`config.mk`:
```
export PLATFORM = sky130hd
export DESIGN_NAME = mux_nto1_scan
export DESIGN_NICKNAME = d
export VERILOG_FILES = /design/src/rtl/mux_nto1_scan_pkg.sv /design/src/rtl/mux_nto1_scan_ch_next_enabled.sv /design/src/rtl/mux_nto1_scan.sv
export SDC_FILE = /design/constraint.sdc
export NUM_CORES = 1
export LEC_CHECK = 0
export ABC_AREA = 1
export ABC_CLOCK_PERIOD_IN_PS = 5130
export BUFFER_PORTS_ARGS = -buffer_cell sky130_fd_sc_hd__buf_2
export CORE_ASPECT_RATIO = 0.8
export CORE_MARGIN = 1
export CORE_UTILIZATION = 52
export CTS_CLUSTER_DIAMETER = 100
export DETAILED_ROUTE_END_ITERATION = 6
export PLACE_DENSITY = 0.86
export SLEW_MARGIN = 20
export SYNTH_ARGS = -nofsm -noshare
export SYNTH_HDL_FRONTEND = slang
export SYNTH_HIERARCHICAL = 1
export SYNTH_SLANG_ARGS = --single-unit
```
`constraint.sdc`:
```
create_clock -name clk -period 5.13 [get_ports clk]
set_clock_uncertainty 0.15 [all_clocks]
set_input_delay 0.513 -clock clk [delete_from_list [all_inputs] [get_ports clk]]
set_output_delay 0.513 -clock clk [all_outputs]
set_load 0.005 [all_outputs]
```
`src/rtl/mux_nto1_scan_pkg.sv`:
```
`default_nettype none
// ============================================================================
// Module   : mux_pkg
// Purpose  : Shared types and helpers for the N:1 scanning multiplexer.
// Revision : 1.0 - initial release
// ============================================================================
package mux_pkg;

  // Operating mode; doubles as the state encoding of the top level.
  typedef enum logic [0:0] {
    MODE_DIRECT = 1'b0,
    MODE_SCAN   = 1'b1
  } mode_e;

  // Select width that never collapses to zero bits.
  function automatic int clog2_min1(input int n);
    return (n <= 2) ? 1 : $clog2(n);
  endfunction

endpackage
`default_nettype wire

```
`src/rtl/mux_nto1_scan_ch_next_enabled.sv`:
```
`default_nettype none
// ============================================================================
// Module   : ch_next_enabled
// Purpose  : Rotating-priority search for the next enabled channel strictly
//            above cur (modulo N_CH); cur itself is the last candidate.
// Revision : 1.0 - initial release
// ============================================================================
module ch_next_enabled #(
  parameter int N_CH  = 4,
  parameter int SEL_W = 2
) (
  input  logic [N_CH-1:0]  ch_en,
  input  logic [SEL_W-1:0] cur,
  output logic [SEL_W-1:0] nxt,
  output logic             found,
  output logic             wraps
);

  logic [SEL_W-1:0] w_idx;

  // Walk candidates farthest-first so the nearest enabled index wins last.
  always_comb begin
    nxt   = cur;
    found = 1'b0;
    wraps = 1'b0;
    w_idx = '0;
    for (int i = N_CH; i >= 1; i--) begin
      w_idx = SEL_W'((int'(cur) + i) % N_CH);
      if (ch_en[w_idx]) begin
        nxt   = w_idx;
        found = 1'b1;
        wraps = (w_idx <= cur);
      end
    end
  end

endmodule
`default_nettype wire

```
`src/rtl/mux_nto1_scan.sv`:
```
`default_nettype none
// ============================================================================
// Module   : mux_nto1_scan
// Purpose  : Registered N-channel multiplexer with enable mask, direct select
//            and an auto-scan mode with programmable dwell; every output word
//            is tagged with its source channel.
// Revision : 1.0 - initial release
// ============================================================================
module mux_nto1_scan
  import mux_pkg::*;
#(
  parameter int N_CH    = 4,
  parameter int WIDTH   = 8,
  parameter int DWELL_W = 8,
  localparam int SEL_W  = clog2_min1(N_CH)
) (
  input  logic                  clk,
  input  logic                  rst_n,
  input  logic [N_CH*WIDTH-1:0] din,
  input  logic                  mode,
  input  logic [SEL_W-1:0]      sel,
  input  logic [N_CH-1:0]       ch_en,
  input  logic [DWELL_W-1:0]    dwell,
  output logic [WIDTH-1:0]      y,
  output logic [SEL_W-1:0]      y_ch,
  output logic                  y_valid,
  output logic                  wrap
);

  localparam logic [SEL_W-1:0] c_last = SEL_W'(N_CH - 1);
  localparam logic [SEL_W:0]   c_n_ch = (SEL_W + 1)'(N_CH);

  mode_e               r_state;
  mode_e               w_state_nxt;
  mode_e               w_mode;

  logic [SEL_W-1:0]    r_cur;
  logic [DWELL_W-1:0]  r_cnt;
  logic [DWELL_W-1:0]  r_dwell_l;
  logic                r_pend;
  logic [WIDTH-1:0]    r_y;
  logic [SEL_W-1:0]    r_y_ch;
  logic                r_valid;
  logic                r_wrap;

  logic [WIDTH-1:0]    w_ch [N_CH];
  logic                w_sel_ok;
  logic [SEL_W-1:0]    w_seed;
  logic [SEL_W-1:0]    w_nxt_a;
  logic                w_found_a;
  logic                w_wraps_a;
  logic [SEL_W-1:0]    w_nxt_b;
  logic                w_found_b;
  logic                w_wraps_b;
  logic                w_cur_ok;
  logic [SEL_W-1:0]    w_eff;
  logic                w_eff_wrap;
  logic [DWELL_W-1:0]  w_eff_cnt;
  logic [DWELL_W-1:0]  w_eff_dwell;
  logic                w_last;

  // Unflatten the channel bus.
  for (genvar k = 0; k < N_CH; k++) begin : g_slice
    assign w_ch[k] = din[k*WIDTH +: WIDTH];
  end

  // State register: tracks the mode seen on the previous edge.
  always_ff @(posedge clk) begin
    if (!rst_n) r_state <= MODE_DIRECT;
    else        r_state <= w_state_nxt;
  end

  // Next state simply follows the mode input.
  always_comb begin
    w_mode      = mode_e'(mode);
    w_state_nxt = w_mode;
  end

  // On scan entry the search is seeded with the top index so it returns the
  // lowest enabled channel; while scanning it finds the successor of cur.
  always_comb begin
    w_seed = (r_state == MODE_DIRECT) ? c_last : r_cur;
  end

  ch_next_enabled #(.N_CH(N_CH), .SEL_W(SEL_W)) u_find_a (
    .ch_en (ch_en),
    .cur   (w_seed),
    .nxt   (w_nxt_a),
    .found (w_found_a),
    .wraps (w_wraps_a)
  );

  // Effective channel for this edge: a disabled cur is skipped immediately
  // and the skipped-to channel starts a fresh dwell.
  always_comb begin
    w_sel_ok    = ({1'b0, sel} < c_n_ch) && ch_en[sel];
    w_cur_ok    = ch_en[r_cur];
    w_eff       = w_cur_ok ? r_cur     : w_nxt_a;
    w_eff_wrap  = w_cur_ok ? r_pend    : w_wraps_a;
    w_eff_cnt   = w_cur_ok ? r_cnt     : '0;
    w_eff_dwell = w_cur_ok ? r_dwell_l : dwell;
    w_last      = (w_eff_cnt == w_eff_dwell);
  end

  ch_next_enabled #(.N_CH(N_CH), .SEL_W(SEL_W)) u_find_b (
    .ch_en (ch_en),
    .cur   (w_eff),
    .nxt   (w_nxt_b),
    .found (w_found_b),
    .wraps (w_wraps_b)
  );

  // Datapath: output registers, scan pointer, dwell counter, wrap pending.
  always_ff @(posedge clk) begin
    if (!rst_n) begin
      r_cur     <= '0;
      r_cnt     <= '0;
      r_dwell_l <= '0;
      r_pend    <= 1'b0;
      r_y       <= '0;
      r_y_ch    <= '0;
      r_valid   <= 1'b0;
      r_wrap    <= 1'b0;
    end else if (w_mode == MODE_DIRECT) begin
      r_cnt   <= '0;
      r_pend  <= 1'b0;
      r_wrap  <= 1'b0;
      r_valid <= w_sel_ok;
      if (w_sel_ok) begin
        r_y    <= w_ch[sel];
        r_y_ch <= sel;
      end
    end else if (r_state == MODE_DIRECT) begin
      // Scan entry: position on the lowest enabled channel, no output yet.
      if (w_found_a) r_cur <= w_nxt_a;
      r_cnt     <= '0;
      r_dwell_l <= dwell;
      r_pend    <= 1'b0;
      r_valid   <= 1'b0;
      r_wrap    <= 1'b0;
    end else if (!w_found_a) begin
      // Nothing enabled: freeze the scan and emit nothing.
      r_valid <= 1'b0;
      r_wrap  <= 1'b0;
    end else begin
      r_y     <= w_ch[w_eff];
      r_y_ch  <= w_eff;
      r_valid <= 1'b1;
      r_wrap  <= w_eff_wrap;
      if (w_last && w_found_b) begin
        r_cur     <= w_nxt_b;
        r_cnt     <= '0;
        r_dwell_l <= dwell;
        r_pend    <= w_wraps_b;
      end else begin
        r_cur     <= w_eff;
        r_cnt     <= w_eff_cnt + DWELL_W'(1);
        r_dwell_l <= w_eff_dwell;
        r_pend    <= 1'b0;
      end
    end
  end

  assign y       = r_y;
  assign y_ch    = r_y_ch;
  assign y_valid = r_valid;
  assign wrap    = r_wrap;

endmodule
`default_nettype wire

```
== After elaboration in Yosys (flattened, before gate mapping) ==
Index checks and enable logic that the tools add are counted.

* Add/subtract/negate cells: 9
* Shift-type cells: 0
* Div/mod/pow operators: 0
* Equal/unequal tests: 4
* Reduce and logical (&&, ||, !) cells: 7
* Bitwise logic cells: 2
* $mul: 0
* Muxes and demuxes: 75
* $lt $le $gt $ge: 20

{| class="wikitable"
|+ Operators with widths
! operator !! count
|-
| two-way mux 8 bit || 14
|-
| two-way mux 2 bit || 18
|-
| binary-select mux 8 bit (select 2 bit) || 2
|-
| two-way mux 1 bit || 31
|-
| less-than comparator 2 x 3 -> 1 bit, second input constant || 10
|-
| binary-select mux 1 bit (select 2 bit) || 10
|-
| <= comparator 2 bit || 8
|-
| adder 2 x 1 -> 2 bit, second input constant || 4
|-
| adder 2 bit, second input constant || 4
|-
| adder 8 x 1 -> 8 bit, second input constant || 1
|-
| equality test 8 bit || 1
|-
| greater-or-equal comparator 3 bit, second input constant || 2
|-
| != test 2 x 1 -> 1 bit, second input constant || 3
|-
| NOT 2 -> 3 bit || 2
|-
| AND reduction 3 bit || 2
|-
| AND reduction 2 bit || 2
|-
| AND reduction 4 bit || 1
|-
| nonzero test 2 bit || 1
|-
| logical AND 1 bit || 1
|}

* Bits in writable memories: 0
* Latch bits: 0
* Memories kept: 0
* Register bits after elaboration: 32
* Word-level logic and storage cells: 126
* Output and inout bits: 12
* Input port bits: 49
* Memory bits (read-only): 0

== Depth between registers and ports, before layout ==
Gate-level depths: netlist of the first run.

* Depth in word-level cells: 20
* Mapped depth: 33
* Mapped depth without buffers: 30

== Cells and area by module ==
The synthesis of the first run kept the hierarchy.

{| class="wikitable"
|+ By module, submodules not included
! module !! area an instance (sq um) !! times used !! sequential area each (sq um) !! cells each
|-
| mux_nto1_scan || 2,618.8 || 1 || 640.6 || 433
|-
| ch_next_enabled || 245.2 || 2 || 0.0 || 50
|}

== Worst setup path before layout of the first run ==
Ideal clock, no wire load.

* Path kind: register -> register
* Start point: register r_state
* End point: register r_dwell_l[6]
* Period minus slack after synthesis: 4.353 ns
* Path buffers: 4
* Library setup time: 0.109 ns
* Arrival: 4.095 ns
* Slack: 0.777 ns
* Stages on the path, launching flop included: 33
* Data required time: 4.871 ns
* Cells stage by stage: dfxtp_1 > clkbuf_1 > buf_2 > nand2_1 > inv_2 > ha_1 > inv_1 > nand3_1 > nand2_1 > nand2_1 > nand2_1 > nand2_1 > nand2_1 > nand2_1 > nand2_1 > clkbuf_1 > inv_2 > ha_1 > inv_1 > nand3_1 > nand2_1 > inv_1 > nand2_1 > nand2_1 > nor2_1 > nand3_2 > inv_2 > nand2_4 > buf_6 > nand3_1 > nand3_1 > nand2_1 > inv_1

* Longest elaborated chain between the ends: 20
* Elaborated cells on any way between the ends: 44
* Classes of those cells: add/sub: 8; eq/ne: 1; mux: 33; reduce/logical: 2

{| class="wikitable"
|+ RTL lines
! element !! line !! source
|-
| start: declaration || mux_nto1_scan.sv:33 || <nowiki>mode_e r_state;</nowiki>
|-
| start signal: assignment || mux_nto1_scan.sv:70 || <nowiki>else r_state <= w_state_nxt;</nowiki>
|-
| two-way mux 2 bit * || mux_nto1_scan.sv:82 || <nowiki>w_seed = (r_state == MODE_DIRECT) ? c_last : r_cur;</nowiki>
|-
| via w_seed[0] || mux_nto1_scan.sv:48 || <nowiki>logic [SEL_W-1:0] w_seed;</nowiki>
|-
| adder 2 x 1 -> 2 bit || mux_nto1_scan_ch_next_enabled.sv:28 || <nowiki>w_idx = SEL_W'((int'(cur) + i) % N_CH);</nowiki>
|-
| binary-select mux 1 bit (select 2 bit) || mux_nto1_scan_ch_next_enabled.sv:29 || <nowiki>if (ch_en[w_idx]) begin</nowiki>
|-
| two-way mux 1 bit (implied by the code) || mux_nto1_scan_ch_next_enabled.sv:29 ||
|-
| two-way mux 2 bit (3 in a row) || mux_nto1_scan_ch_next_enabled.sv:29 ||
|-
| two-way mux 2 bit * || mux_nto1_scan_ch_next_enabled.sv:29 ||
|-
| via w_nxt_a[0] || mux_nto1_scan.sv:49 || <nowiki>logic [SEL_W-1:0] w_nxt_a;</nowiki>
|-
| [... 1 more ...] || - ||
|-
| via w_eff[0] || mux_nto1_scan.sv:56 || <nowiki>logic [SEL_W-1:0] w_eff;</nowiki>
|-
| [... 2 more ...] || - ||
|-
| two-way mux 1 bit (implied by the code) || mux_nto1_scan_ch_next_enabled.sv:29 ||
|-
| two-way mux 1 bit (3 in a row) || mux_nto1_scan_ch_next_enabled.sv:29 ||
|-
| two-way mux 1 bit * || mux_nto1_scan_ch_next_enabled.sv:29 ||
|-
| via w_found_b || mux_nto1_scan.sv:53 || <nowiki>logic w_found_b;</nowiki>
|-
| logical AND 1 bit * || mux_nto1_scan.sv:150 || <nowiki>if (w_last && w_found_b) begin</nowiki>
|-
| two-way mux 8 bit * || mux_nto1_scan.sv:150 ||
|-
| two-way mux 8 bit * || mux_nto1_scan.sv:141 || <nowiki>end else if (!w_found_a) begin</nowiki>
|-
| two-way mux 8 bit * || mux_nto1_scan.sv:133 || <nowiki>end else if (r_state == MODE_DIRECT) begin</nowiki>
|-
| end signal: assignment || mux_nto1_scan.sv:137 || <nowiki>r_dwell_l <= dwell;</nowiki>
|-
| end signal: assignment || mux_nto1_scan.sv:153 || <nowiki>r_dwell_l <= dwell;</nowiki>
|-
| end signal: assignment || mux_nto1_scan.sv:158 || <nowiki>r_dwell_l <= w_eff_dwell;</nowiki>
|-
| end: declaration || mux_nto1_scan.sv:39 || <nowiki>logic [DWELL_W-1:0] r_dwell_l;</nowiki>
|}

Mark *: on every way through the listed nets, which the timed path passes. The rest lies on a longest branch. The select of a mux whose other input is x is not followed.
A chain may end at the register's enable or synchronous reset.

== Final worst setup path of the first run ==
* Start point: register r_state
* End point: register r_dwell_l[7]

* Longest elaborated chain between the ends: 20
* Elaborated cells on any way between the ends: 44
* Classes of those cells: add/sub: 8; eq/ne: 1; mux: 33; reduce/logical: 2

{| class="wikitable"
|+ RTL lines
! element !! line
|-
| two-way mux 2 bit * || mux_nto1_scan.sv:82
|-
| via w_seed[0] || mux_nto1_scan.sv:48
|-
| adder 2 x 1 -> 2 bit || mux_nto1_scan_ch_next_enabled.sv:28
|-
| binary-select mux 1 bit (select 2 bit) || mux_nto1_scan_ch_next_enabled.sv:29
|-
| two-way mux 1 bit (implied by the code) || mux_nto1_scan_ch_next_enabled.sv:29
|-
| two-way mux 2 bit (3 in a row) || mux_nto1_scan_ch_next_enabled.sv:29
|-
| two-way mux 2 bit * || mux_nto1_scan_ch_next_enabled.sv:29
|-
| via w_nxt_a[0] || mux_nto1_scan.sv:49
|-
| [... 3 more ...] || -
|-
| two-way mux 1 bit (implied by the code) || mux_nto1_scan_ch_next_enabled.sv:29
|-
| two-way mux 1 bit (3 in a row) || mux_nto1_scan_ch_next_enabled.sv:29
|-
| two-way mux 1 bit * || mux_nto1_scan_ch_next_enabled.sv:29
|-
| via w_found_b || mux_nto1_scan.sv:53
|-
| logical AND 1 bit * || mux_nto1_scan.sv:150
|-
| two-way mux 8 bit * || mux_nto1_scan.sv:150
|-
| two-way mux 8 bit * || mux_nto1_scan.sv:141
|-
| two-way mux 8 bit * || mux_nto1_scan.sv:133
|}

Marks and branches as above.

==> results of run 1 <==
stage by stage:
stage | worst slack (ns) | area, sq um | utilization (%)
2_1_floorplan | 0.777 | 3110 | -
3_5_place_dp | 0.715 | 3400 | 60.6
5_1_grt | 0.225 | 3510 | 62.5
4_1_cts | 0.659 | 3510 | 62.5
6_report | 0.576 | 3510 | 62.5
3_3_place_gp | 0.946 | 3400 | 60.6
final cells by class:
class                           instances  area, sq um  area share [%]
Multi-Input combinational cell        381         1980            56.3
Sequential cell                        32          641            18.3
Inverter                               99          372            10.6
Timing Repair Buffer                   62          315            8.98
Tap cell                               78         97.6            2.78
Clock buffer                            6         72.6            2.07
Clock inverter                          2         35.0           0.998
layout by cell type, fill, tap and decap left out, types with 3 or more instances in the layout:
master      n
nor2_1     27
and2_1      6
a21oi_1    34
nor2_2      4
inv_1      89
dfxtp_1    32
o211ai_1    8
nand2_1   128
nand3_1    53
o21ai_0    47
nand2_2    15
nand3_2    10
o21ai_1     3
inv_2       9
a31oi_1    10
nand4_1     3
clkbuf_8    5
buf_2      60
o31ai_1     8
ha_1        5
nand3b_1    7
where the power goes:
| part | leakage, nW | total, mW | switching (mW) | internal [mW] |
|---|---|---|---|---|
| combinational | 1.56 | 0.452 | 0.302 | 0.149 |
| sequential | 0.263 | 0.279 | 0.0112 | 0.268 |
| clock | 0.0552 | 0.247 | 0.103 | 0.144 |
layer usage:
| metal | global-route usage, % | vias up | wire [um] |
|---|---|---|---|
| li1 | - | 1812 | - |
| met4 | 11.5 | 0 | 115 |
| met1 | 38.5 | 1579 | 3780 |
| met2 | 43.5 | 161 | 3720 |
| met3 | 5.37 | 17 | 765 |
| met5 | 0 | - | 0 |
state kept, by name, indices dropped and copies added (netlist names):
| name | count |
|---|---|
| r_cnt | 8 |
| r_cur | 2 |
| r_dwell_l | 8 |
| r_pend | 1 |
| r_state | 1 |
| wrap | 1 |
| y | 8 |
| y_ch | 2 |
| y_valid | 1 |
cell families (layout without fill, tap and decap cells):
| logic type | count (synthesis) | after routing | share of synthesized area (%) |
|---|---|---|---|
| AOI/OAI and AO/OA | 116 | 116 | 21.2 |
| xor gates and xnor gates | 2 | 2 | 0.563 |
| adders and majority gates | 5 | 5 | 2.01 |
| buffers and inverters | 120 | 169 | 15.8 |
| DFF | 32 | 32 | 20.6 |
| and+or+nand+nor | 258 | 258 | 39.8 |
tightest hold or removal path, cell delays in order (launching register included):
cell	delay (ns)
dfxtp_1	0.31
nand2_1	0.06
a21oi_1	0.05
final timing paths:
path / end / cells after the start / slack [ns] / from
worst min-delay path: r_pend / 2 / 0.32 / r_pend
worst max-delay path: r_dwell_l[7] / 29 / 0.58 / r_state
worst min register to register: r_pend / 2 / 0.32 / r_pend
worst max register to register: r_dwell_l[7] / 29 / 0.58 / r_state
==> out/results.txt, run 1 <==
post-route minimum period = 4.55 ns
CP bufs+invs = 8
post-synth top area share = 20.6%
PD cells = 279 nW/um^2
status = finished, final reports clean
clock tree buffer depth = 2
Max Fclk = 220 MHz
GRT overflow = 0
CP Class = reg -> reg
RSZ-0062 raised after global routing = no
syn nets = 587
Final Total Pwr = 978 uW
Tcrit/Tclk final = 88.8%
Pins Over Slew Limit = 0
CP dominant cell by count = nand2_1
DRT antenna net count = 0
Synth Register Bits = 32
syn avg cell area = 5.83 sq um
Sum Neg Setup Slack = 0 ns
fraction of layout cells with a size suffix above 1 = 19.8%
Hold WS = 0.316 ns
Clk Latency, worst-skew pair = 0.29 ns
die width = 88.5 um
CP max stage cell = nand2_1
Avg WL per Cell = 12.7 um
Placeable Area = 5620 sq um
HP Class = reg -> reg
Yosys warnings = 6
Cells after Synth = 533
CP Capture Type = flip-flop
TritonCTS Buffers = 5
WP data required = 5.18 ns
Mapped Area = 3110 sq um
1st-pass router iterations = 5
most common cell in the synthesized netlist = nand2_1
largest net degree at the start of global routing = 38
area leader, netlist = dfxtp_1
Post-synth top flop = dfxtp_1
first-pass GRT wire length = 14,100 um
Post CTS Setup Buffer Count = 0
Root Buffer = clkbuf_8
CP Launch Type = flip-flop
crit path DAT = 4.60 ns
Reg clk slew, reported paths = 0.07 ns
Starting Density = 55.4%
# fillers = 540
Synth cell types = 32
clk sinks = 32
Final nets = 635
CP max FO = 22
final wirelength = 8380 um
final hold vios = 0
Worst slew margin = 22.7%
pin slew with the least headroom to its limit = 1.15 ns
cts hold-fix bufs = 0
DR iter-0 viols = 409
vias in the first global route = 3,243
Post-synth EDFFs = 0
# placed instances = 652
Synth-to-Final Area Change = 12.9%
CTS resizes = 0
Non-Filler Instances = 660
routed vias = 3,569
setup violators final = 0
asr flop ratio synth = 0%
Max-Cap Viols = 0
synth cell count leaders = 128 x nand2_1, 89 x inv_1, 53 x nand3_1
GR Util All Layers = 28.2%
leakage = 1.88 nW
initial antenna violation count = 0
DP HPWL = 6140 um
Core Rows = 24
port buffer count = 60
Die H = 71.2 um
Seq/Total Area, Yosys = 20.6%
H-tree depth = 2
vias per inst = 5.41
GPL Wtd Cong = 0.947
die area = 6290 sq um
DRC = 0
IR drop worst, VDD = 0.000138 V
CTS tree = built
I/O Pins = 61
critical path's top delay family = simple AND/OR/NAND/NOR gates
Area contributors post-synth = dfxtp_1 21%, nand2_1 15%, inv_1 11%, nand3_1 8.5%, o21ai_0 7.6%
max incr delay on CP = 0.50 ns
ant diodes = 0
(Power assumes the default switching activity.)
==> inputs of run 2 (changes only) <==
- PLACE_DENSITY: 0.86 -> 0.87
- SYNTH_HIERARCHICAL: 1 -> not set
==> out/results.txt, run 2 <==
Reg2Reg Depth = 22 (-24%)
synth cell count leaders = 86 x nand2_1, 56 x o21ai_0, 50 x nor2_1
Sum Neg Setup Slack = 0 ns (unchanged)
CTS tree = built
fraction of layout cells with a size suffix above 1 = 22.6% (+2.8 points)
Post CTS Setup Buffer Count = 0 (unchanged)
setup violators final = 0 (unchanged)
syn avg cell area = 6.26 sq um (+7.3%)
Avg WL per Cell = 14.1 um (+11%)
vias in the first global route = 2,993 (-7.7%)
reg2reg start = r_state
post-layout util = 61.9% (-0.60 points)
pin slew with the least headroom to its limit = 0.475 ns (-0.676 ns)
hold path depth = 3 (+1)
I/O Pins = 61 (unchanged)
DR iter-0 viols = 308 (-25%)
ant diodes = 0 (unchanged)
clk sinks = 32 (unchanged)
CP Launch Type = flip-flop
crit path DAT = 4.13 ns (-0.47 ns)
cts hold-fix bufs = 0 (unchanged)
Synth cell types = 46 (+44%)
most frequent cells in the layout = 86 x nand2_1, 60 x buf_2, 56 x o21ai_0, 50 x nor2_1, 46 x nand3_1
CP Capture Type = flip-flop
IR drop worst, VDD = 0.000205 V (+48%)
Hold EP = r_dwell_l[1]
worst-path cell chain = buf_4, nand2_4, ha_1, nand3b_1, nand2_2, inv_2, o21ai_4, nand2_2, nand2_2, nand2_4, inv_1, ha_1, inv_1, nand3_2, nand2_2, nor2_4, nand2_2, nand2_4, nand2_2, o21ai_0, a21oi_1, nor2_1
Reg clk slew, reported paths = 0.07 ns (about the same)
Max-Cap Viols = 0 (unchanged)
largest net degree at the start of global routing = 28 (-26%)
max incr delay on CP = 0.57 ns (+0.07 ns)
CP max FO = 27 (+23%)
CTS resizes = 0 (unchanged)
GR Util All Layers = 28.7% (+0.51 points)
CP dominant cell by count = nand2_2
HP Class = in -> reg
area leader, netlist = dfxtp_1
Synth Area in XOR/XNOR = 0.310% (-0.25 points)
Area contributors post-synth = dfxtp_1 23%, nand2_1 11%, o21ai_0 9.9%, nand3_1 8.1%, nor2_1 6.6%
first-pass GRT wire length = 13,100 um (-7.3%)
vias per inst = 5.82 (+7.6%)
TritonCTS Buffers = 5 (unchanged)
leakage = 1.47 nW (-22%)
Root Buffer = clkbuf_8
die width = 84.5 um (-4.5%)
1st-pass router iterations = 7 (+2)
CP max stage cell = dfxtp_1
GPL Wtd Cong = 0.928 (-2.0%)
reg2reg setup slack = 1.04 ns (+0.46 ns)
final wirelength = 7960 um (-5.1%)
Die H = 68.0 um (-4.5%)
Tcrit/Tclk final = 79.8% (-9.0 points)
failing checks = design-rule violations
Yosys warnings = 0 (-6)
most common cell in the synthesized netlist = nand2_1
simple logic cell fraction of the synthesized area = 38.3% (-1.6 points)
main combinational cell family by area after synthesis = simple AND/OR/NAND/NOR gates
Post-synth EDFFs = 0 (unchanged)
CP Class = reg -> reg
multiplexer share of the synthesized area = 0.708% (+0.71 points)
Seq/Total Area, Yosys = 22.6% (+2.0 points)
H-tree depth = 2 (unchanged)
post-route minimum period = 4.09 ns (-0.461 ns)
initial antenna violation count = 0 (unchanged)
Mapped Area = 2830 sq um (-9.0%)
Pins Over Slew Limit = 0 (unchanged)
Cells after Synth = 452 (-15%)
Synth Area in Compound Gates = 24.9% (+3.7 points)
GRT overflow = 0 (unchanged)
PD cells = 283 nW/um^2 (+1.5%)
Final nets = 555 (-13%)
Starting Density = 55.2% (-0.14 points)
Post-synth top flop = dfxtp_1
DP HPWL = 6090 um (-0.91%)
die area = 5740 sq um (-8.8%)
DRC = 1 (+1)
Synth-to-Final Area Change = 12.1%
Max Fclk = 244 MHz (+11%)
status = finished with violations
final hold vios = 0 (unchanged)
Clk Latency, worst-skew pair = 0.29 ns (about the same)
worst r2r dst = r_dwell_l[1]
Placeable Area = 5120 sq um (-8.8%)
Synth Register Bits = 32 (unchanged)
port buffer count = 60 (unchanged)
Synth Area in Adders = 2.21% (+0.20 points)
syn nets = 506 (-14%)
DRT antenna net count = 0 (unchanged)
post-route cell area = 3170 sq um (-9.7%)
asr flop ratio synth = 0% (unchanged)
HP Start = dwell[1]
Core Rows = 23 (-4.2%)
post-synth top area share = 22.6% (+2.0 points)
crit path launch = r_state
RSZ-0062 raised after global routing = no
clock tree buffer depth = 2 (unchanged)
WP data required = 5.17 ns (about the same)
commonest non-fill, non-tap cell in the layout = nand2_1
post-place instance area = 3090 sq um (-9.2%)
Worst slew margin = 68.1% (+45 points)
routed vias = 3,277 (-8.2%)
-- run 2: cell count changes after synthesis, sizes merged, moves of 7 or more --
| cell | previous run | this run |
|---|---|---|
| inv | 98 | 45 |
| o31ai | 8 | 0 |
| o21ai | 52 | 62 |
| nor2 | 31 | 55 |
| nand2 | 145 | 104 |
| buf | 7 | 14 |
| nand3 | 65 | 52 |
| a21oi | 36 | 27 |
| clkbuf | 14 | 6 |
-- run 2: worst max path at each step --
| stage | endpoint | slack [ns] |
|---|---|---|
| global placement | r_dwell_l[0] | 1.28 |
| finish | r_dwell_l[1] | 1.04 |
| CTS | r_dwell_l[1] | 1.07 |
| floorplan | r_dwell_l[2] | 1.89 |
| detailed placement | r_dwell_l[1] | 1.09 |
| global route | r_dwell_l[0] | 0.69 |
-- run 2: layout make-up --
cell class / count / area [sq um]
Clock inverter: 2 / 12.5
Multi-Input combinational cell: 353 / 1880
Inverter: 47 / 179
Tap cell: 62 / 77.6
Timing Repair Buffer: 62 / 315
Sequential cell: 32 / 641
Fill cell: 483 / 1950
Clock buffer: 5 / 68.8
-- run 2: worst max-delay path, delay by kind of cell (launching register included) --
family | cells | cell delay (ns)
simple gates | 13 | 1.52
flops | 1 | 0.57
buf+inv | 4 | 0.75
compound gates | 3 | 0.35
fa+ha+maj | 2 | 0.63
-- run 2: routing by layer --
layer / part of all wire, % / global-route usage (%) / up-vias / wire length [um]
met5: 0 / 0 / - / 0
met2: 44 / 49.4 / 134 / 3510
met1: 47 / 36.6 / 1483 / 3720
met4: 2.4 / 11.0 / 0 / 192
li1: - / - / 1634 / -
met3: 6.8 / 5.31 / 26 / 539
-- run 2: cell families after synthesis --
kind of cell / Yosys count
multiplexers: 2
flip-flops: 32
AND/OR/NAND/NOR: 225
adder cells (fa/ha/maj): 5
buffers and inverters: 67
AO/OA/AOI/OAI: 120
XOR/XNOR: 1
-- run 2: through the flow --
step	hold WS (ns)	total power, mW	std cells	setup WS (ns)
floorplan	0.294	0.617	452	1.89
global placement	0.302	0.690	556	1.28
detailed placement	0.307	0.700	556	1.09
CTS	0.318	0.890	563	1.07
global route	0.330	0.956	563	0.691
finish	0.319	0.897	563	1.04
-- run 2: power by group --
part	internal [mW]	leakage [nW]	switching (mW)
clock network	0.0918	0.0400	0.101
logic	0.143	1.17	0.282
registers	0.267	0.263	0.0130
==> inputs of run 3 (changes only) <==
- ABC_CLOCK_PERIOD_IN_PS: 5130 -> 3300
- CORE_UTILIZATION: 52 -> 50
- clock period: 5.13 -> 3.3 ns (I/O delays scaled with it)
==> out/results.txt, run 3 (synthesis gave the netlist of run 2 again) <==
die area = 5960 sq um (+3.9%)
crit path DAT = 3.20 ns (-0.93 ns)
commonest non-fill, non-tap cell in the layout = nand2_1
Placeable Area = 5440 sq um (+6.1%)
Pins Over Slew Limit = 0 (unchanged)
die width = 86.1 um (+1.9%)
final wirelength = 8560 um (+7.6%)
routed vias = 3,470 (+5.9%)
DRC = 0 (-1)
Final nets = 568 (+2.3%)
CP Class = reg -> reg
Avg WL per Cell = 14.4 um (+2.1%)
Reg area = 648 sq um (+1.2%)
Core Rows = 24 (+4.3%)
port buffer count = 60 (unchanged)
PD cells = 478 nW/um^2 (+69%)
post-route cell area = 3390 sq um (+7.1%)
IR drop worst, VDD = 0.000264 V (+29%)
WP data required = 3.37 ns (-1.80 ns)
leakage = 1.57 nW (+7.0%)
H-tree depth = 2 (unchanged)
Final Total Pwr = 1.62 mW (+81%)
GRT overflow = 0 (unchanged)
CTS tree = built
CP Capture Type = flip-flop
most frequent cells in the layout = 86 x nand2_1, 60 x buf_2, 56 x o21ai_0, 50 x nor2_1, 46 x nand3_1
CP Launch Type = flip-flop
Worst slew margin = 71.2% (+3.1 points)
I/O Pins = 61 (unchanged)
# placed instances = 580 (+4.3%)
Max Fclk = 320 MHz (+31%)
Clk Latency, worst-skew pair = 0.29 ns (about the same)
pin slew with the least headroom to its limit = 0.430 ns (-0.0456 ns)
# fillers = 494 (+2.3%)
GR Util All Layers = 29.4% (+0.66 points)
DP HPWL = 6170 um (+1.4%)
DRT antenna net count = 0 (unchanged)
Root Buffer = clkbuf_8
1st-pass router iterations = 5 (-2)
Reg clk slew, reported paths = 0.07 ns (about the same)
initial antenna violation count = 0 (unchanged)
ant diodes = 0 (unchanged)
Starting Density = 52.0% (-3.2 points)
DR iter-0 viols = 397 (+29%)
Synth-to-Final Area Change = 20.0%
vias in the first global route = 3,183 (+6.3%)
clock tree buffer depth = 2 (unchanged)
GPL Wtd Cong = 0.905 (-2.5%)
vias per inst = 5.85 (+0.53%)
clk sinks = 32 (unchanged)
Die H = 69.3 um (+1.9%)
Multi-input gate area = 1930 sq um (+2.7%)
fraction of layout cells with a size suffix above 1 = 25.6% (+3.1 points)
TritonCTS Buffers = 5 (unchanged)
Tcrit/Tclk final = 94.7% (+15 points)
HP Class = in -> reg
post-place instance area = 3170 sq um (+2.6%)
final hold vios = 0 (unchanged)
setup violators final = 0 (unchanged)
first-pass GRT wire length = 14,300 um (+8.8%)
CP max FO = 11 (-59%)
largest net degree at the start of global routing = 20 (-29%)
post-route minimum period = 3.12 ns (-0.968 ns)
status = finished, final reports clean
Non-Filler Instances = 593 (+5.3%)
Max-Cap Viols = 0 (unchanged)
[run 3: cell count changes in the layout (fill, tap and decap cells not counted), moves of 2 or more]
cell / delta
buf_4: +12
clkbuf_8: +2
dfxtp_1: -2
dfxtp_4: +2
inv_1: -2
inv_2: +2
nand2_2: -4
nand2_4: +2
nand2_8: +2
[run 3: critical path: stages, from the launching register on]
cell	delay, ns
dfxtp_1	0.49
nor2_8	0.08
ha_1	0.33
inv_1	0.07
nand3_1	0.10
nand2_2	0.08
o21ai_4	0.19
nand2_2	0.10
nand2_4	0.12
nand2_8	0.08
ha_1	0.29
nand3b_1	0.17
nand2_1	0.08
inv_2	0.07
nand2_4	0.09
nand2_4	0.09
buf_6	0.16
a21oi_1	0.11
o21ai_0	0.09
a21oi_1	0.12
[run 3: metrics by stage]
stage	setup TNS (ns)	util, %	setup WS [ns]	hold slack, ns
2_1_floorplan	0	-	0.0648	0.291
3_3_place_gp	0	58.3	0.0839	0.304
3_5_place_dp	-0.0933	58.3	-0.0473	0.310
4_1_cts	0	60.8	0.0339	0.130
5_1_grt	-0.0123	62.5	-0.0123	0.140
6_report	0	62.5	0.175	0.132
[run 3: power breakdown]
group	internal (mW)	switching [mW]	total [mW]	leakage, nW
sequential	0.415	0.0207	0.436	0.264
combinational	0.280	0.489	0.769	1.25
clock	0.266	0.152	0.418	0.0645
[run 3: repair_timing]
item,4_1_cts,5_1_grt
pin swaps,0,4
hold buffers,0,0
resized for setup,3,11
setup endpoints to repair,7,18
buffers inserted,0,5
[run 3: path summary, 6_finish.rpt]
kind,start,to,slack (ns),cells after the start
max,r_cur[1],r_cur[1],0.18,19
min,dwell[1],r_dwell_l[1],0.13,3
max reg2reg,r_cur[1],r_cur[1],0.18,19
min reg2reg,r_cnt[0],r_cnt[0],0.32,2
[run 3: area by class of cell]
type / count / area share [%]
multi-input cells: 353 / 56.8
flip-flops and latches: 32 / 19.1
repair buffers: 75 / 12.3
inverters: 47 / 5.27
well taps: 78 / 2.88
clock buffers: 7 / 2.84
clock inverters: 1 / 0.885
[run 3: layer usage]
layer | vias up | track usage (%) | routed length, um
met3 | 15 | 5.12 | 702
met2 | 174 | 47.5 | 4050
li1 | 1667 | - | -
met5 | - | 0 | 0
met1 | 1614 | 39.3 | 3690
met4 | 0 | 10.0 | 115
